[src/rtl/lsh_op_sequencer.sv]
`default_nettype none
// ============================================================================
//  Module      : lsh_op_sequencer
//  Description : Sequences insert/query operations onto an LSH input handler.
//                Round-robin arbitration between insert and query requests,
//                a one-cycle handler strobe, a programmable settle wait, and
//                for queries a linear scan of the per-window match counts to
//                find the best (lowest-index on ties) window.
//  Revision    : 1.0 - initial release
// ============================================================================
module lsh_op_sequencer #(
  parameter int NUM_BANDS     = 16,
  parameter int NUM_WINDOWS   = 16,
  parameter int COUNT_W       = 5,
  parameter int SETTLE_CYCLES = 1
) (
  input  logic                              clk,
  input  logic                              reset,
  input  logic                              insValid,
  input  logic [$clog2(NUM_WINDOWS)-1:0]    insWindowID,
  input  logic [NUM_BANDS*8-1:0]            insSketch,
  output logic                              insReady,
  output logic                              insDone,
  input  logic                              qryValid,
  input  logic [NUM_BANDS*8-1:0]            qrySketch,
  output logic                              qryReady,
  output logic                              qryDone,
  output logic [$clog2(NUM_WINDOWS)-1:0]    qryBestWindow,
  output logic [COUNT_W-1:0]                qryBestCount,
  output logic                              isInsert,
  output logic                              isQuery,
  output logic [$clog2(NUM_WINDOWS)-1:0]    windowID,
  output logic [NUM_BANDS*8-1:0]            hashedSketch,
  input  logic [NUM_WINDOWS*COUNT_W-1:0]    countBus,
  output logic                              busy
);

  localparam int c_WID = $clog2(NUM_WINDOWS);
  localparam int c_SK  = NUM_BANDS * 8;
  localparam int c_SW  = (SETTLE_CYCLES > 1) ? $clog2(SETTLE_CYCLES) : 1;

  localparam logic [c_SW-1:0]  c_SETTLE_LAST = c_SW'(SETTLE_CYCLES - 1);
  localparam logic [c_WID-1:0] c_IDX_LAST    = c_WID'(NUM_WINDOWS - 1);

  localparam logic [2:0] c_IDLE   = 3'd0;
  localparam logic [2:0] c_ISSUE  = 3'd1;
  localparam logic [2:0] c_SETTLE = 3'd2;
  localparam logic [2:0] c_SCAN   = 3'd3;
  localparam logic [2:0] c_DONE   = 3'd4;

  logic [2:0]         r_state;
  logic               r_is_query;
  logic               r_last_query;
  logic [c_SW-1:0]    r_settle_cnt;
  logic [c_WID-1:0]   r_scan_idx;
  logic [c_WID-1:0]   r_best_idx;
  logic [COUNT_W-1:0] r_best_cnt;
  logic [c_WID-1:0]   r_out_win;
  logic [COUNT_W-1:0] r_out_cnt;
  logic [c_SK-1:0]    r_sketch;
  logic [c_WID-1:0]   r_window;

  logic               w_idle;
  logic               w_grant_ins;
  logic               w_grant_qry;
  logic [COUNT_W-1:0] w_counts [NUM_WINDOWS];
  logic [COUNT_W-1:0] w_cur_cnt;
  logic               w_better;

  // Split the flat count bus into one entry per window.
  for (genvar g = 0; g < NUM_WINDOWS; g++) begin : g_unpack
    assign w_counts[g] = countBus[COUNT_W*g +: COUNT_W];
  end

  // Round-robin arbitration and the live count compare used during the scan.
  always_comb begin
    w_idle      = (r_state == c_IDLE);
    w_grant_ins = insValid & (~qryValid | r_last_query);
    w_grant_qry = qryValid & (~insValid | ~r_last_query);
    w_cur_cnt   = w_counts[r_scan_idx];
    w_better    = (w_cur_cnt > r_best_cnt);
  end

  assign insReady      = w_idle & w_grant_ins;
  assign qryReady      = w_idle & w_grant_qry;
  assign isInsert      = (r_state == c_ISSUE) & ~r_is_query;
  assign isQuery       = (r_state == c_ISSUE) &  r_is_query;
  assign insDone       = (r_state == c_DONE)  & ~r_is_query;
  assign qryDone       = (r_state == c_DONE)  &  r_is_query;
  assign busy          = ~w_idle;
  assign windowID      = r_window;
  assign hashedSketch  = r_sketch;
  assign qryBestWindow = r_out_win;
  assign qryBestCount  = r_out_cnt;

  // Operation FSM: accept, strobe handler, settle, optional scan, complete.
  always_ff @(posedge clk or posedge reset) begin
    if (reset) begin
      r_state      <= c_IDLE;
      r_is_query   <= 1'b0;
      r_last_query <= 1'b1;   // insert wins the first contested grant
      r_settle_cnt <= '0;
      r_scan_idx   <= '0;
      r_best_idx   <= '0;
      r_best_cnt   <= '0;
      r_out_win    <= '0;
      r_out_cnt    <= '0;
      r_sketch     <= '0;
      r_window     <= '0;
    end else begin
      case (r_state)
        c_IDLE: begin
          if (insReady) begin
            r_sketch     <= insSketch;
            r_window     <= insWindowID;
            r_is_query   <= 1'b0;
            r_last_query <= 1'b0;
            r_state      <= c_ISSUE;
          end else if (qryReady) begin
            r_sketch     <= qrySketch;
            r_window     <= '0;
            r_is_query   <= 1'b1;
            r_last_query <= 1'b1;
            r_best_idx   <= '0;
            r_best_cnt   <= '0;
            r_state      <= c_ISSUE;
          end
        end
        c_ISSUE: begin
          r_settle_cnt <= '0;
          r_state      <= c_SETTLE;
        end
        c_SETTLE: begin
          if (r_settle_cnt == c_SETTLE_LAST) begin
            r_scan_idx <= '0;
            r_state    <= r_is_query ? c_SCAN : c_DONE;
          end else begin
            r_settle_cnt <= r_settle_cnt + 1'b1;
          end
        end
        c_SCAN: begin
          if (w_better) begin
            r_best_idx <= r_scan_idx;
            r_best_cnt <= w_cur_cnt;
          end
          if (r_scan_idx == c_IDX_LAST) begin
            // Fold in the final entry so results are valid alongside qryDone.
            r_out_win <= w_better ? r_scan_idx : r_best_idx;
            r_out_cnt <= w_better ? w_cur_cnt  : r_best_cnt;
            r_state   <= c_DONE;
          end else begin
            r_scan_idx <= r_scan_idx + 1'b1;
          end
        end
        c_DONE: begin
          r_state <= c_IDLE;
        end
        default: begin
          r_state <= c_IDLE;
        end
      endcase
    end
  end

endmodule
`default_nettype wire

[config.mk]
export PLATFORM = sky130hd
export DESIGN_NAME = lsh_op_sequencer
export DESIGN_NICKNAME = d
export VERILOG_FILES = /design/src/rtl/lsh_op_sequencer.sv
export SDC_FILE = /design/constraint.sdc
export NUM_CORES = 1
export LEC_CHECK = 0
export CAP_MARGIN = 20
export CORE_AREA = 5 5 186 188
export CTS_CLUSTER_SIZE = 30
export DETAILED_ROUTE_END_ITERATION = 8
export DIE_AREA = 0 0 191 193
export PLACE_DENSITY = 0.64
export SYNTH_ARGS = -nofsm -noshare
export SYNTH_HDL_FRONTEND = slang
export SYNTH_SLANG_ARGS = --single-unit
export TNS_END_PERCENT = 5
[constraint.sdc]
create_clock -name clk -period 6.7 [get_ports clk]
set_input_delay 0.67 -clock clk [delete_from_list [all_inputs] [get_ports clk]]
set_output_delay 0.67 -clock clk [all_outputs]
set_load 0.1 [all_outputs]
# Yosys cells after proc, flatten, opt, wreduce, memory -nomap -nowiden
# Cells that the tools add are included.
# word_totals
reg_bits	160
wordCells	79
# op_classes
addsub	2
order_cmp	2
eq_ne	11
mux	27
bitwise	16
n_reduce_logical	10
# op_table
cell	count
$mux W128	2
$mux W5	5
$mux W4	6
$bmux W5 S4	1
$pmux W4 S2	2
$mux W3	5
$pmux W3 S4	1
$ne A2 B2 Y1 const B	5
$pmux W5 S2	1
$reduce_and A3 Y1	3
$and A1 B1 Y1	8
$reduce_bool A2 Y1	4
$eq A3 B2 Y1 const B	2
$ge A5 B5 Y1 const B	1
$gt A5 B5 Y1	1
$not A1 Y1	5
$not A4 Y5	1
$add A4 B1 Y4 const B	1
$eq A4 B4 Y1 const B	1
$reduce_and A2 Y1	2
$eq A3 B1 Y1 const B	1
$eq A3 B3 Y1 const B	1
$logic_not A3 Y1	1
$mux W1	3
other kinds (4)	5

# Depth between registers and ports, before layout
# Gate-level depths: netlist (run 1).
# logic_depth
depth_word	7
depth_mapped	14
mapped_depth_nobuf	10

# Worst setup path after synthesis (run 1)
# No wires, ideal clock.
# synth_path
path_type	register -> output
from	reg r_state[1]
to	out insDone
arrival_ns	3.658
t_required_ns	6.030
path_slack_ns	2.372
stages_incl_launch_ff	3
path_buffers	1
cell_sequence	dfrtp_1 > buf_2 > nor4b_1
# synth_via
elab_chain_len	2
# synth_lines
element	line_no	source
start, declared	51	logic [2:0] r_state;
start signal, assigned	99	r_state <= c_IDLE;
start signal, assigned	118	r_state <= c_ISSUE;
start signal, assigned	126	r_state <= c_ISSUE;
$eq A3 B3 Y1	88	assign insDone = (r_state == c_DONE) & ~r_is_query;
$and A1 B1 Y1	88	
end, declared	23	output logic insDone,
# No other way between the ends.

# Worst setup path in the final report (run 1)
# layout_path
from	reg r_state[1]
to	out insReady
# layout_via
elab_chain_len	2
# layout_lines
element	line_no	source
$logic_not A3 Y1	77	w_idle = (r_state == c_IDLE);
$and A1 B1 Y1	84	assign insReady = w_idle & w_grant_ins;
end, declared	22	output logic insReady,
# No other way between the ends.

==> summary by stage, run 1 <==
Setup path
The cell with the largest stage delay on the worst path is clkdlybuf4s50_1. The critical path goes through nor3_2, nand3_4, inv_1, clkdlybuf4s50_1. The launching element type of the critical path is a register. Of all nets on the critical path, the largest fanout is 61. The buffering stage count on the worst path with inverters included is 2.

On the critical path the largest part of the delay comes from buffers and inverters. By startpoint and endpoint, the worst setup path is classified as register to output port. The largest incremental delay on the critical path is 1.22 ns. The sort of element at the end of the critical path is an output port.

The worst endpoint required time is 6.03 ns. At the worst endpoint, the arrival time is 3.65 ns.

Finish
The final core utilization is 0.417. Compared with the post-synthesis result, the final layout area differs by 74.2%. The ratio of cells with drive above 1 in the final layout is 0.0459. For this run, the number of standard cells in the final layout without fillers is 1,799. The storage element area is 3980 um^2. Leaving out fill and tap cells, the most frequent cells in the layout are clkdlybuf4s50_1, nand2_1, dfrtp_1.

In the final layout, the multi-input gates occupy 3540 um^2. The most common cell after layout, fill and taps aside is clkdlybuf4s50_1. At the end of the flow, the number of nets in the layout was 1,688.

The total of fill cells in the finished design is 3,252. The count of antenna diodes in the layout is 0.

Synth
The synthesized netlist net count is 1,241. The count of unique library cells instantiated by Yosys is 40. Among all flip-flop cells after synthesis, the most frequent one is dfrtp_1. The share of async-settable or async-resettable flops after synthesis is 1.00.

Counting flops and latches in the post-synthesis netlist gives 159. Ranked by total cell area, the synthesized netlist is headed by dfrtp_1, nand2_1, a31oi_1. The area of the mapped netlist is 7880 um^2. The post-synthesis cell count is 891. In this run, synthesis inferred 0 flip-flops with an integrated enable.

The biggest area contributor in the post-synthesis netlist is dfrtp_1. The proportion of synthesized chip area in sequential cells is 0.505. The Yosys step of the flow raised 0 warnings. The share of synthesized area in the top cell type comes to 0.502. A synthesized cell averages 8.85 um^2.

Clock network
The maximum number of buffers from clock root to sink is 2. The buffer type at the clock tree root is clkbuf_16. Clock tree synthesis inserted a total of 17 buffers. The number of post-CTS setup repair buffers is 0. The H-tree depth is 4. The later pin in the worst-skew pair is clocked with a latency of 0.42 ns. The clock input transition at the sequential cells of the worst setup and hold paths is 0.07 ns. TritonCTS built the clock tree.

Counting every sink on the clock net gives 159. The total of cells resized after clock tree synthesis is 0. Buffers inserted to repair hold after CTS numbered 0.

Floorplanning
For this design the top-level I/O count stands at 492. The area enclosed by the die boundary is 36,900 um^2. The die height is 193 um.

After floorplanning, the core was divided into 67 placement rows. The total core area is 32,900 um^2. The initial utilization of the core area, before any placement, comes to 0.239.

The x dimension of the die is 191 um.

Status
The run finished with clean final reports.

STA
Setup violations remaining at the end of the flow were counted as 0. The share of the cycle needed by the critical path after routing is 0.645. The count of endpoints failing hold in the final timing report is 0. The peak clock frequency supported by timing is 0.231 GHz. The relative max-transition margin is 0.261. The accumulated negative setup slack is 0 ns. The final period demand of the worst path is 4.32 ns.

The final max-slew violation count is 0. For the pin with the worst max-slew slack, the measured transition is 1.11 ns. Setup repair after global routing left no endpoint under its margin. In the post-route analysis, the smallest setup slack over all paths is 2.38 ns.

The final setup skew is 0.0101 ns.

GRT
In the global route stage, met1 resource usage came out at 0.213. For this run, global-route usage on met3 was measured as 0.0479. The total track usage is 0.163. For this run the aggregate overflow at the end of global routing stands at 0.

The number of antenna violations at the first check in global routing came to 0. The first-pass GRT wire length is 47,200 um. The layer carrying the most global-route usage is met2. The via count of the first global-routing pass is 8,185.

For met2 alone, demand over resource in global routing was 0.265. Entering global routing, the biggest net connects 104 pins.

Detailed routing
The detail-routed via count per cell is 4.56. Detailed routing inserted a total of 8,199 vias. The number of remaining DRC errors is 0. The number of routed nets with antenna violations is 0.

The detailed-route wire length is 31,800 um. The pre-antenna-repair detailed-routing pass consisted of 5 iterations. After the first detailed-routing iteration, the DRC count stood at 370. After detailed routing, the average wire length per cell comes to 17.7 um.

Worst hold path
The class of the tightest hold or removal check is register to register.

Placed design
In this run the tool buffered the top-level ports with 491 buffer cells. The half-perimeter wire length after placement is 23,500 um. At the end of routability-driven placement, the weighted congestion stood at 0.839. Prior to clock tree synthesis, the placed netlist has a worst setup slack of 2.53 ns. In this run, placement finished with an instance count of 1,767.

Run
Across the run, the number of max-cap violations was 0.
==> final cells by class <==
type / instances / share of cell area
well taps: 448 / 0.0408
repair buffers: 499 / 0.362
clock buffers: 18 / 0.0320
clock inverters: 14 / 0.0138
multi-input cells: 651 / 0.258
inverters: 10 / 0.00328
flip-flops and latches: 159 / 0.290
==> per-stage QoR <==
step / cell area, um^2 / hold slack (ns)
floorplan: 7880 / 0.465
global placement: 13100 / 0.467
detailed placement: 13100 / 0.471
CTS: 13700 / 0.488
global route: 13700 / 0.493
finish: 13700 / 0.485
==> kinds of logic (layout without fill, tap and decap cells) <==
kind of cell / Yosys count / after routing / share of synthesized area
AND/OR/NAND/NOR: 444 / 444 / 0.223
AO/OA/AOI/OAI: 170 / 170 / 0.139
flip-flops: 159 / 159 / 0.505
buffers and inverters: 81 / 541 / 0.0487
multiplexers: 29 / 29 / 0.0733
adder cells (fa/ha/maj): 6 / 6 / 0.00952
XOR/XNOR: 2 / 2 / 0.00222
==> state kept, by name, summed over array words and instances, names as in the netlist <==
name / count
hashedSketch: 128
qryBestCount: 5
qryBestWindow: 4
r_best_cnt: 5
r_best_idx: 4
r_is_query: 1
r_last_query: 1
r_scan_idx: 4
r_state: 3
windowID: 4
==> worst register-to-register path, delay by kind of cell, from the launching register on <==
| family | cells | cell delay (ns) |
|---|---|---|
| AOI/OAI and AO/OA | 4 | 1.24 |
| DFF | 1 | 1.08 |
| and+or+nand+nor | 3 | 0.93 |
| muxes | 1 | 0.50 |
| adders and majority gates | 1 | 0.31 |
==> Yosys cell counts (all sizes together), types with 3 or more instances <==
library cell / instances
a22oi: 5
mux2i: 9
a21oi: 5
o31a: 3
mux4: 20
o21ai: 13
inv: 10
nand3: 13
clkbuf: 44
nor2: 137
a31oi: 128
dfrtp: 158
ha: 6
nand2: 278
buf: 27
a22o: 12
nor2b: 4
nor4b: 3
==> per-layer routing <==
metal,up-vias,share of wire
met4,0,0.019
li1,3947,-
met3,32,0.075
met2,320,0.49
met5,-,0
met1,3900,0.42
==> final timing paths <==
| path | start | endpoint | slack (ns) | cells past startpoint |
|---|---|---|---|---|
| worst max-delay path | r_state[1]$_DFFE_PP0P_ | insReady | 2.38 | 4 |
| worst min-delay path | qryBestWindow[3]$_DFFE_PP0P_ | qryBestWindow[3]$_DFFE_PP0P_ | 0.48 | 2 |
| worst max register to register | r_scan_idx[2]$_DFFE_PP0P_ | r_best_idx[1]$_DFFE_PP0P_ | 2.59 | 9 |
| worst min register to register | qryBestWindow[3]$_DFFE_PP0P_ | qryBestWindow[3]$_DFFE_PP0P_ | 0.48 | 2 |
| max in group asynchronous | reset | hashedSketch[93]$_DFFE_PP0P_ | 4.87 | 3 |
| min in group asynchronous | reset | hashedSketch[14]$_DFFE_PP0P_ | 0.73 | 2 |
Power of run 1 is not shown: default switching activity piles up to over one toggle a cycle in this logic, so the estimate is an artifact.
==> inputs of run 2 (changes only) <==
--- a/config.mk
+++ b/config.mk
@@ -6,11 +6,11 @@
 export NUM_CORES = 1
 export LEC_CHECK = 0
 export CAP_MARGIN = 20
-export CORE_AREA = 5 5 186 188
+export CORE_AREA = 5 5 188 190
 export CTS_CLUSTER_SIZE = 30
 export DETAILED_ROUTE_END_ITERATION = 8
-export DIE_AREA = 0 0 191 193
-export PLACE_DENSITY = 0.64
+export DIE_AREA = 0 0 193 195
+export PLACE_DENSITY = 0.65
 export SYNTH_ARGS = -nofsm -noshare
 export SYNTH_HDL_FRONTEND = slang
 export SYNTH_SLANG_ARGS = --single-unit
==> constraint.sdc (replaced) <==
create_clock -name clk -period 3.6 [get_ports clk]
set_input_delay 0.36 -clock clk [delete_from_list [all_inputs] [get_ports clk]]
set_output_delay 0.36 -clock clk [all_outputs]
set_load 0.1 [all_outputs]
==> summary by stage, run 2 (synthesis gave the netlist of run 1 again) <==
Status
The flow ran to the end, and the final reports show no timing, DRC or antenna violations.

Setup path
The data arrival time at the worst-slack endpoint is 3.75 ns (+0.10 ns). The origin of the critical flop-to-flop path is r_scan_idx[2]$_DFFE_PP0P_. The sort of element at the end of the critical path is a register. The launching element type of the critical path is a register. In this run the critical register-to-register path is captured at r_best_idx[2]$_DFFE_PP0P_. The critical path is of the register to register type. The reg2reg setup slack was 0.22 ns (-2.37 ns). The count of cells along the worst register-to-register path is 9 (unchanged).

The largest fanout of any net on the critical path is 18 (-70%). The worst endpoint required time is 3.97 ns (-2.06 ns).

Clock network
The H-tree depth is 4 (unchanged). The insertion delay of the later-clocked pin in the worst-skew pair is 0.44 ns (+0.02 ns). The quantity of hold-fixing buffers added after cts was 0 (unchanged). The number of buffers inserted during clock tree synthesis was 17 (unchanged). The total of cells resized after clock tree synthesis came to 0 (unchanged). The TritonCTS clock tree is done. The tree is rooted in a clkbuf_16. The number of post-CTS setup repair buffers was 0 (unchanged). The maximum number of buffers from clock root to sink is 2 (unchanged).

The clock input transition at the sequential cells of the worst setup and hold paths is 0.07 ns (about the same). The total clock sinks is 159 (unchanged).

Floorplanning
The area enclosed by the die boundary is 37,600 um^2 (+2.1%). The die height was 195 um (+1.0%). The starting density of the core is 0.237 (-0.00241). The total core area is 33,300 um^2 (+1.0%). The I/O pin count is 492 (unchanged). The x dimension of the die came to 193 um (+1.0%). The cell row count is 67 (unchanged).

Placed design
The worst setup timing slack at the placement stage is 0.206 ns (-2.32 ns). The half-perimeter wire length after placement is 24,300 um (+3.5%). The number of port buffers is 491 (unchanged). The routability-driven placement congestion ratio is 0.861 (+2.6%).

STA
The count of endpoints failing setup in the final report is 0 (unchanged). Dividing the final minimum period by the clock period gives 0.939. The final max-slew violation count was 0 (unchanged).

The final period demand of the worst path is 3.38 ns. The accumulated negative setup slack is 0 ns (unchanged). The smallest setup slack after layout came to 0.219 ns (-2.16 ns).

The relative max-transition margin came to 0.300 (+0.0391). The actual slew at the worst max-slew pin is 1.05 ns (-0.0619 ns). Setup repair after global routing left no endpoint under its margin. The final setup skew is 0.0129 ns (+0.00278 ns). The count of endpoints failing hold in the final timing report is 0 (unchanged). Static timing analysis puts the maximum clock frequency at 0.296 GHz.

Finish
The flip-flop count of the largest register after layout is 128 (unchanged). The multi-input gate area in the final layout is 3540 um^2 (unchanged). The ratio of cells with drive above 1 in the final layout came to 0.0517 (+0.00581).

The storage element area is 3980 um^2 (unchanged). The total of fill cells in the finished design is 3,236 (-0.49%). The most common cell after layout, fill and taps aside is clkdlybuf4s50_1. The count of antenna diodes in the layout is 0 (unchanged).

In the layout the commonest cells are clkdlybuf4s50_1, nand2_1, dfrtp_1. The number of nets at the end of the flow came to 1,692 (+0.24%). Relative to the synthesized area, the layout overhead comes to 74.9%.

Detailed routing
The detailed-route wire length is 32,300 um (+1.7%). The total iterations of the first detailed-routing run is 5 (unchanged). The total via count after detailed routing is 8,331 (+1.6%). The mean routed wirelength per cell is 17.9 um (+1.5%). The number of violations reported at the end of detailed-routing iteration 0 is 411 (+11%). The detail-routed via count per cell was 4.62 (+1.4%). The number of routed nets with antenna violations is 0 (unchanged). The number of remaining DRC errors is 0 (unchanged).

GRT
The first-pass GRT wire length is 48,600 um (+3.0%). The largest net degree at the start of global routing was 107 (+2.9%). The total track usage came to 0.165 (+0.00208). The via count of the first global-routing pass is 8,605 (+5.1%). The number of antenna violations at the first check in global routing is 0 (unchanged). The final global-route overflow total is 0 (unchanged).

Run
The count of maximum capacitance violations is 0 (unchanged).

Worst hold path
The class of the tightest hold or removal check is input pin to asynchronous set/reset pin.
==> run 2: changes by cell type in the layout (fill, tap and decap cells not counted), sizes merged <==
cell,change
bufinv,-1
clkinvlp,+4
inv,-7
clkdlybuf4s50,-6
buf,+10
clkinv,+3
==> run 2: worst max path at each step <==
stage	start	end
final	r_scan_idx[2]$_DFFE_PP0P_	r_best_idx[2]$_DFFE_PP0P_
after global routing	r_scan_idx[0]$_DFFE_PP0P_	r_best_idx[2]$_DFFE_PP0P_
after CTS	r_scan_idx[2]$_DFFE_PP0P_	r_best_idx[2]$_DFFE_PP0P_
after detailed placement	countBus[26]	r_best_idx[2]$_DFFE_PP0P_
after global placement	countBus[1]	r_best_cnt[0]$_DFFE_PP0P_
after floorplan	r_state[1]$_DFFE_PP0P_	insDone
==> run 2: per-stage QoR <==
step / utilization / hold slack (ns) / area [um^2] / cells
CTS: 0.414 / 0.437 / 13800 / 1802
finish: 0.414 / 0.428 / 13800 / 1802
detailed placement: 0.397 / 0.474 / 13200 / 1771
global route: 0.414 / 0.440 / 13800 / 1802
floorplan: - / 0.465 / 7890 / 891
global placement: 0.397 / 0.468 / 13200 / 1771
==> run 2: critical path, cell delays in order (launching register included) <==
cell	delay [ns]
dfrtp_1	0.84
mux4_1	0.44
a22oi_1	0.33
nand3_2	0.16
ha_1	0.32
and4_1	0.19
a21oi_1	0.14
o31a_1	0.18
nor2b_1	0.48
a22o_1	0.23
==> run 2: final cells by class <==
type,instances,share of cell area
clock buffer,18,0.0311
clock inverter,13,0.0102
inverter,10,0.00318
multi-input combinational,651,0.257
sequential,159,0.289
tap,448,0.0407
timing repair buffer,503,0.369
==> run 2: metal layers <==
metal / vias up / wire length, um / GRT usage
li1: 3957 / - / -
met1: 3985 / 12800 / 0.201
met2: 340 / 15800 / 0.275
met3: 49 / 2760 / 0.0521
met4: 0 / 934 / 0.0559
met5: - / 0 / 0
Power of run 2 is left out for the same reason.
==> inputs of run 3 (changes only) <==
--- a/config.mk
+++ b/config.mk
@@ -6,11 +6,11 @@
 export NUM_CORES = 1
 export LEC_CHECK = 0
 export CAP_MARGIN = 20
-export CORE_AREA = 5 5 188 190
+export CORE_AREA = 5 5 190 192
 export CTS_CLUSTER_SIZE = 30
 export DETAILED_ROUTE_END_ITERATION = 8
-export DIE_AREA = 0 0 193 195
-export PLACE_DENSITY = 0.65
+export DIE_AREA = 0 0 195 197
+export PLACE_DENSITY = 0.62
 export SYNTH_ARGS = -nofsm -noshare
 export SYNTH_HDL_FRONTEND = slang
 export SYNTH_SLANG_ARGS = --single-unit
==> constraint.sdc (replaced) <==
create_clock -name clk -period 4.1 [get_ports clk]
set_input_delay 0.41 -clock clk [delete_from_list [all_inputs] [get_ports clk]]
set_output_delay 0.41 -clock clk [all_outputs]
set_load 0.1 [all_outputs]
==> summary by stage, run 3 (synthesis gave the netlist of run 1 again) <==
STA
The actual slew at the worst max-slew pin is 1.05 ns (+0.00630 ns). The count of endpoints failing hold in the final timing report came to 0 (unchanged). The final max-slew violation count came to 0 (unchanged). The accumulated negative setup slack was 0 ns (unchanged). The relative max-transition margin was 0.296 (-0.00422). Setup repair after global routing left no endpoint under its margin. The final period demand of the worst path came to 3.60 ns (+0.215 ns). The share of the cycle needed by the critical path after routing is 0.877 (-0.0621). The peak clock frequency supported by timing is 0.278 GHz (-6.0%).

The final setup skew is 0.00876 ns (-0.00414 ns). The count of endpoints failing setup in the final report is 0 (unchanged).

Worst hold path
In this run the worst hold path is classified as input pin to asynchronous set/reset pin.

Detailed routing
The mean routed wirelength per cell is 17.8 um (-1.1%). The detailed-route wire length is 32,100 um (-0.58%). The number of routed nets with antenna violations is 0 (unchanged). The detail-routed via count per cell is 4.56 (-1.4%). The total iterations of the first detailed-routing run is 6 (+1).

The number of violations reported at the end of detailed-routing iteration 0 was 462 (+12%). The total via count after detailed routing is 8,254 (-0.92%). The number of remaining DRC errors is 0 (unchanged).

Finish
The most common cell after layout, fill and taps aside is clkdlybuf4s50_1. The number of nets at the end of the flow was 1,693 (+0.059%). The count of antenna diodes in the layout came to 0 (unchanged).

Compared with the post-synthesis result, the final layout area differs by 75.7%. The flip-flop count of the largest register after layout is 128 (unchanged). The ratio of cells with drive above 1 in the final layout was 0.0509 (-0.000814).

In the layout the commonest cells are clkdlybuf4s50_1, nand2_1, dfrtp_1.

Setup path
The data arrival time at the worst-slack endpoint is 3.97 ns (+0.22 ns). The worst endpoint required time is 4.48 ns (+0.51 ns). The gate family responsible for the most delay along the worst path is compound AO/OA/AOI/OAI gates. The reg2reg setup slack came to 0.50 ns (+0.28 ns). The launching element type of the critical path is a register. The endpoint of the lowest-slack register-to-register path is r_best_idx[2]$_DFFE_PP0P_. The buffering stage count on the worst path with inverters included came to 0 (unchanged).

The worst setup path is of the register to register kind. The largest fanout of any net on the critical path is 19 (+1). The startpoint identified for the worst register-to-register timing path is r_scan_idx[2]$_DFFE_PP0P_. The count of cells along the worst register-to-register path is 9 (unchanged). The sort of element at the end of the critical path is a register.

On the critical path, the stage with the largest delay is an instance of dfrtp_1. Walking the worst path, the cells encountered are mux4_1, a22oi_1, nand3_2, ha_1, and4_1, a21oi_1, o31a_1, nor2b_1, a22o_1. The largest incremental delay on the critical path is 0.83 ns (about the same).

The critical path depth is 9 (unchanged).

Clock network
The quantity of hold-fixing buffers added after cts is 0 (unchanged). The total of cells resized after clock tree synthesis came to 0 (unchanged). The H-tree depth came to 4 (unchanged). The TritonCTS clock tree is done. The maximum number of buffers from clock root to sink is 2 (unchanged). The clock input transition at the sequential cells of the worst setup and hold paths is 0.07 ns (about the same). The total clock sinks came to 159 (unchanged). The number of post-CTS setup repair buffers is 0 (unchanged). The insertion delay of the later-clocked pin in the worst-skew pair is 0.45 ns (about the same). Clock tree synthesis selected as its root buffer the cell clkbuf_16. The number of buffers inserted during clock tree synthesis came to 17 (unchanged).

Floorplanning
The starting density of the core is 0.230 (-0.00639). The total core area came to 34,200 um^2 (+2.8%). The x dimension of the die is 195 um (+1.0%). The area enclosed by the die boundary is 38,400 um^2 (+2.1%). The cell row count came to 68 (+1.5%). The die height is 197 um (+1.0%). The I/O pin count is 492 (unchanged).

GRT
The number of antenna violations at the first check in global routing is 0 (unchanged). The first-pass GRT wire length is 48,700 um (+0.21%). The largest net degree at the start of global routing is 148 (+38%). The via count of the first global-routing pass came to 8,498 (-1.2%). The total track usage is 0.161 (-0.00367).

The final global-route overflow total is 0 (unchanged).

Status
The run finished with clean final reports.

Placed design
The routability-driven placement congestion ratio came to 0.860 (-0.16%). The number of port buffers is 491 (unchanged). The half-perimeter wire length after placement is 24,200 um (-0.65%).

Run
The count of maximum capacitance violations is 0 (unchanged).
==> run 3: changes by cell type in the layout (fill, tap and decap cells not counted), sizes merged <==
cell	before	now
bufinv	2	3
buf	18	15
clkinv	4	2
inv	12	14
clkdlybuf4s50	485	489
clkinvlp	5	4
clkbuf	18	19
==> run 3: worst max path at each step <==
stage	startpoint	endpoint	slack (ns)
after CTS	r_scan_idx[2]$_DFFE_PP0P_	r_best_idx[2]$_DFFE_PP0P_	0.47
after floorplan	r_state[1]$_DFFE_PP0P_	insDone	0.03
after global routing	r_scan_idx[2]$_DFFE_PP0P_	r_best_idx[2]$_DFFE_PP0P_	0.30
final	r_scan_idx[2]$_DFFE_PP0P_	r_best_idx[2]$_DFFE_PP0P_	0.50
after detailed placement	countBus[22]	r_best_idx[2]$_DFFE_PP0P_	0.43
after global placement	countBus[23]	r_best_cnt[0]$_DFFE_PP0P_	0.54
==> run 3: through the flow <==
stage                     hold slack, ns  cell area [um^2]   util  cells  setup WS [ns]
after floorplan                    0.465              7890      -    891         0.0318
after global placement             0.465             13200  0.386   1778          0.538
after detailed placement           0.476             13200  0.386   1778          0.431
after CTS                          0.484             13800  0.404   1810          0.475
after global routing               0.288             13800  0.405   1811          0.305
final                              0.286             13800  0.405   1811          0.504
==> run 3: cell type report <==
class,instances,area (um^2)
repair buffers,504,5080
fillers,3362,20400
clock inverters,13,176
well taps,455,569
inverters,10,43.8
flip-flops and latches,159,3980
clock buffers,19,453
multi-input cells,651,3540
==> run 3: per-layer routing <==
layer | part of all wire | up-vias | track usage
li1 | - | 3958 | -
met1 | 0.41 | 3921 | 0.198
met2 | 0.49 | 325 | 0.264
met3 | 0.075 | 50 | 0.0545
met4 | 0.028 | 0 | 0.0603
met5 | 0 | - | 0
Power of run 3 is left out for the same reason.
